File: src/rtl/data_read_scheduler.sv
// data_read_scheduler: arbitrates the shared data-FIFO read port between the
// STP, EVP and EVB command modules. It owns the registered read address and
// the FIFO fill count, and moves the address only on legal pops.
//
// Command handshake: a command transfers on any clock edge where cmd_valid
// and cmd_ready are both high. cmd_ready is high only in IDLE. Upstream holds
// cmd_valid and instr stable until the transfer happens.

package data_read_scheduler_pkg;
  // Number of address bits for a depth of 'value'; a depth of 1 still gets 1 bit.
  function automatic int log2(input int value);
    int r;
    r = 1;
    for (int i = 1; i < 31; i++) begin
      if ((1 << i) < value) r = i + 1;
    end
    return r;
  endfunction
endpackage

module data_read_scheduler
  import data_read_scheduler_pkg::*;
#(
  parameter int buffer_size = 1024,
  localparam int AW = log2(buffer_size)
) (
  input  logic          clk,
  input  logic          rst,
  input  logic          cmd_valid,
  input  logic [1:0]    instr,
  output logic          cmd_ready,
  input  logic          wr_en_data,
  input  logic          pop_STP,
  input  logic          pop_EVP,
  input  logic          pop_EVB,
  input  logic          done_STP,
  input  logic          done_EVP,
  input  logic          done_EVB,
  output logic          en_STP,
  output logic          en_EVP,
  output logic          en_EVB,
  output logic [AW-1:0] rd_addr_data,
  output logic [AW:0]   data_count,
  output logic          data_empty,
  output logic          data_full,
  output logic          err_flag,
  output logic [1:0]    state_dbg
);

  typedef enum logic [1:0] {
    S_IDLE  = 2'd0,
    S_RUN   = 2'd1,
    S_FLUSH = 2'd2
  } state_t;

  localparam logic [AW:0] FULL_CNT = (AW+1)'(buffer_size);
  localparam logic [AW:0] ONE_CNT  = (AW+1)'(1);

  state_t        state_q, state_d;
  logic [2:0]    en_q, en_d;          // bit 0 STP, bit 1 EVP, bit 2 EVB
  logic [AW-1:0] rd_addr_q;
  logic [AW:0]   count_q;
  logic          err_q;

  logic [2:0]    pop_vec;
  logic [2:0]    done_vec;
  logic [2:0]    legal_mask;
  logic          legal_pop;
  logic          illegal_pop;
  logic          overflow;

  assign pop_vec  = {pop_EVB, pop_EVP, pop_STP};
  assign done_vec = {done_EVB, done_EVP, done_STP};

  assign data_empty = (count_q == '0);
  assign data_full  = (count_q == FULL_CNT);

  // A pop counts only when it comes from the granted module and there is data.
  assign legal_pop   = (state_q == S_RUN) && |(pop_vec & en_q) && !data_empty;
  assign legal_mask  = legal_pop ? en_q : 3'b000;
  assign illegal_pop = |(pop_vec & ~legal_mask);
  // The FLUSH cycle clears the count first, so a write there can never overflow.
  assign overflow    = (state_q != S_FLUSH) && wr_en_data && !legal_pop && data_full;

  // State and grant registers.
  always_ff @(posedge clk or negedge rst) begin
    if (!rst) begin
      state_q <= S_IDLE;
      en_q    <= 3'b000;
    end else begin
      state_q <= state_d;
      en_q    <= en_d;
    end
  end

  // Next state and next grant: accept in IDLE, release on the granted done.
  always_comb begin
    state_d = state_q;
    en_d    = en_q;
    case (state_q)
      S_IDLE: begin
        en_d = 3'b000;
        if (cmd_valid) begin
          if (instr == 2'b11) begin
            state_d = S_FLUSH;
          end else begin
            state_d = S_RUN;
            en_d    = 3'b001 << instr;
          end
        end
      end
      S_RUN: begin
        if (|(done_vec & en_q)) begin
          state_d = S_IDLE;
          en_d    = 3'b000;
        end
      end
      S_FLUSH: begin
        state_d = S_IDLE;
        en_d    = 3'b000;
      end
      default: begin
        state_d = S_IDLE;
        en_d    = 3'b000;
      end
    endcase
  end

  // Read address, fill count and sticky error flag.
  always_ff @(posedge clk or negedge rst) begin
    if (!rst) begin
      rd_addr_q <= '0;
      count_q   <= '0;
      err_q     <= 1'b0;
    end else begin
      if (illegal_pop || overflow) err_q <= 1'b1;
      if (state_q == S_FLUSH) begin
        // Skip over everything still held; a full FIFO wraps back onto itself.
        rd_addr_q <= rd_addr_q + count_q[AW-1:0];
        count_q   <= wr_en_data ? ONE_CNT : '0;
      end else begin
        if (legal_pop) rd_addr_q <= rd_addr_q + 1'b1;
        if (wr_en_data && !legal_pop && !data_full) begin
          count_q <= count_q + ONE_CNT;
        end else if (!wr_en_data && legal_pop) begin
          count_q <= count_q - ONE_CNT;
        end
      end
    end
  end

  assign cmd_ready    = (state_q == S_IDLE);
  assign en_STP       = en_q[0];
  assign en_EVP       = en_q[1];
  assign en_EVB       = en_q[2];
  assign rd_addr_data = rd_addr_q;
  assign data_count   = count_q;
  assign err_flag     = err_q;
  assign state_dbg    = state_q;

endmodule

File: config.mk
export PLATFORM = sky130hd
export DESIGN_NAME = data_read_scheduler
export DESIGN_NICKNAME = d
export VERILOG_FILES = /design/src/rtl/data_read_scheduler.sv
export SDC_FILE = /design/constraint.sdc
export NUM_CORES = 1
export LEC_CHECK = 0
export ABC_CLOCK_PERIOD_IN_PS = 2620
export CAP_MARGIN = 20
export CELL_PAD_IN_SITES_DETAIL_PLACEMENT = 1
export CELL_PAD_IN_SITES_GLOBAL_PLACEMENT = 1
export CORE_ASPECT_RATIO = 1.1
export CORE_UTILIZATION = 30
export CTS_CLUSTER_SIZE = 12
export DETAILED_ROUTE_END_ITERATION = 8
export PLACE_DENSITY_LB_ADDON = 0.1
export SETUP_SLACK_MARGIN = 0.15
export SYNTH_ARGS = -nofsm -noshare
export SYNTH_HDL_FRONTEND = slang
export SYNTH_SLANG_ARGS = --single-unit
File: constraint.sdc
create_clock -name clk -period 2.62 [get_ports clk]
set_input_delay 0.393 -clock clk [delete_from_list [all_inputs] [get_ports clk]]
set_output_delay 0.393 -clock clk [all_outputs]
set_load 0.02 [all_outputs]
==> flow_summary.json <==
{
  "dieArea_mm2": 0.00715,
  "yosysWarnings": 0,
  "drt_first_pass_iters": 4,
  "cts_hold_buffers": 0,
  "routabilityCongestion": 0.755,
  "synth_largest_area_cell": "dfrtp_1",
  "post-synth-top-count-cell": "dfrtp_1",
  "grt_max_degree": 28,
  "cts_sinks": 27,
  "failed_checks": "setup timing",
  "crit_start": "data_count[3]$_DFFE_PN0P_",
  "viasPerCell": 5.01,
  "ir_worst_vdd_mv": 0.662,
  "worst_ep_arrival_time_ns": 2.87,
  "r2r_start": "data_count[3]$_DFFE_PN0P_",
  "worstSetupPathType": "flip-flop to flip-flop",
  "crit_fanout": 5,
  "drive_gt1_share_pct": 34.5,
  "drc": 0,
  "ys_async_sr_fraction_pct": 100,
  "fp.coreArea_mm2": 0.00659,
  "worst_slew_margin_rel_pct": 68.1,
  "netlist_area_mm2": 0.00205,
  "dp_slack_ns": -0.527,
  "seq_area_frac_synth_pct": 33.0,
  "grt_pass1_vias": 2109,
  "nets": 356,
  "rows": 31,
  "end_kind": "flip-flop",
  "ys.flop_type": "dfrtp_1",
  "rsz0062_at_grt": "yes",
  "post_drt_wl_per_cell_um": 15.5,
  "status": "complete, but fails checks",
  "antenna_found_initial": 0,
  "finalCritPeriodShare_pct": 103,
  "finalCriticalPeriod_ns": 2.70,
  "ant_nets": 0,
  "synth_edf_count": 0,
  "slew_violations": 0,
  "slowest_delay_ns": 0.41,
  "fmax_ghz": 0.371,
  "setup_slack_ns": -0.0789,
  "cts_max_path_buffers": 2,
  "num_vias": 2026,
  "synth_seq_cells": 27,
  "seqCellArea_um2": 681,
  "h-tree-depth": 1,
  "dpl.hpwl_mm": 4.71,
  "drt_wl_total_mm": 6.24,
  "maxCapViolCount": 0,
  "track_usage_pct": 18.3,
  "nFillCells": 761,
  "power.density_mw_per_mm2": 1210,
  "cpMostUsedCell": "buf_4",
  "synth_top_area_share_pct": 33.0,
  "cpMaxStageDelayCell": "dfrtp_1",
  "grt_first_pass_wirelength_mm": 10.1,
  "synth_area_per_cell_um2": 9.13,
  "syn-instance-count": 224,
  "grt_overflow": 0,
  "multi_input_area_mm2": 0.00156,
  "worstSetupStartpointType": "flip-flop",
  "start_util_pct": 31.0,
  "antenna_cells": 0,
  "fp.dieH_um": 88.6,
  "netlist_top_cells_area": "dfrtp_1, ha_1, xor2_1",
  "synth_cell_types": 49,
  "insertion_delay_ns": 0.27,
  "cp_cell_sequence": "nor4_2 > buf_4 > and3_4 > o211ai_4 > buf_12 > buf_16 > buf_4 > buf_4 > ha_2 > o21ai_2 > a211oi_2 > o21ai_1 > nor3b_2",
  "syn_nets": 257,
  "area_delta_synth_final_pct": 62.6,
  "hold_class": "input port to asynchronous set/reset pin",
  "required_ns": 2.79,
  "pin_count": 42,
  "hold_violations": 0,
  "clk_pin_slew_ns": 0.10,
  "setup-violations-final": 4,
  "p_leak_nw": 1.49,
  "numPortBuffers": 41,
  "worst_pin_slew_ns": 0.477,
  "first_iter_violations": 75,
  "utilization_pct": 50.4,
  "worst_clock_skew_ns": 0.00339,
  "cts_tree": "built",
  "synthTopCellsByCount": "dfrtp_1, ha_1, nand2_1, nor2_1, o21ai_0",
  "die_w_um": 80.7,
  "cts_root_buf": "clkbuf_8",
  "cts_buffers": 3
}
==> placed cells by master, fill, tap and decap left out, types with 5 or more instances in the layout <==
master / netlist / layout
a21oi_1: 12 / 6
and2_1: 8 / 8
buf_4: 0 / 50
buf_6: 1 / 5
clkdlybuf4s50_1: 0 / 36
dfrtp_1: 27 / 23
ha_1: 19 / 12
ha_4: 0 / 6
inv_1: 10 / 9
mux2i_1: 6 / 6
nand2_1: 18 / 17
nor2_1: 18 / 18
o21a_1: 5 / 5
o21ai_0: 13 / 6
o21ai_1: 4 / 7
xnor2_1: 6 / 5
xor2_1: 8 / 8
==> layout make-up <==
type	instances	area share (%)
tap	82	3.09
timing repair buffer	99	27.2
multi-input combinational	182	46.8
inverter	10	1.13
sequential	27	20.5
clock buffer	4	1.35
==> sequential cells by signal, indices dropped and copies added, names as in the netlist <==
signal	flops
rd_addr_data	10
state_dbg	2
err_flag	1
en_q	3
data_count	11
==> path summary, 6_finish.rpt <==
check,endpoint,slack [ns],cells after the start
hold / removal,rd_addr_data[3]$_DFFE_PN0P_,0.49,2
min in group clk,rd_addr_data[9]$_DFFE_PN0P_,0.49,1
setup reg to reg,data_count[10]$_DFFE_PN0P_,-0.08,13
max in group asynchronous,en_q[2]$_DFFE_PN0P_,1.83,2
setup / recovery,data_count[10]$_DFFE_PN0P_,-0.08,13
hold reg to reg,rd_addr_data[9]$_DFFE_PN0P_,0.49,1
==> worst max-delay path: cells and delay by family, from the launching register on <==
family	cells	cell delay (ns)
adders and majority gates	1	0.33
and+or+nand+nor	3	0.60
DFF	1	0.41
AOI/OAI and AO/OA	4	0.52
buffers and inverters	5	0.73
==> per-layer routing <==
metal / vias up / global-route usage (%) / wire [um]
li1: 1004 / - / -
met1: 1003 / 22.7 / 2790
met2: 17 / 33.9 / 3330
met3: 2 / 1.34 / 84
met4: 0 / 5.03 / 38
met5: - / 0 / 0
==> kinds of logic (layout without fill, tap and decap cells) <==
| group | after synthesis | in the layout | share of synthesized area, % |
|---|---|---|---|
| and+or+nand+nor | 75 | 75 | 19.0 |
| xor gates and xnor gates | 14 | 14 | 5.99 |
| adders and majority gates | 21 | 21 | 13.6 |
| AOI/OAI and AO/OA | 64 | 64 | 21.2 |
| buffers and inverters | 15 | 113 | 3.24 |
| muxes | 8 | 8 | 4.04 |
| DFF | 27 | 27 | 33.0 |
==> report_power, final <==
| part | switching [mW] | internal, mW | leakage (nW) | total (mW) |
|---|---|---|---|---|
| Sequential | 0.154 | 0.601 | 0.321 | 0.755 |
| Combinational | 1.45 | 1.58 | 1.14 | 3.02 |
| Clock | 0.137 | 0.109 | 0.0228 | 0.246 |
| Total | 1.74 | 2.29 | 1.49 | 4.02 |
==> what timing repair did <==
| action | in CTS | in global routing |
|---|---|---|
| setup endpoints to repair | 10 | 14 |
| gates resized for setup | 39 | 15 |
| gates cloned | 1 | 0 |
| pin swaps | 19 | 19 |
| buffers inserted | 10 | 0 |
==> metrics by stage <==
stage	cell area (um2)	hold slack, ns	TNS (ns)	std cells	power [mW]
2_1_floorplan	2090	0.0974	-0.0695	224	2.15
3_3_place_gp	2940	0.456	-2.73	389	3.22
3_5_place_dp	2940	0.467	-3.34	389	3.27
4_1_cts	3260	0.481	-0.318	404	3.92
5_1_grt	3330	0.504	-1.26	404	4.35
6_report	3330	0.486	-0.219	404	4.02
Note: power is estimated with default switching activity, not from simulation.
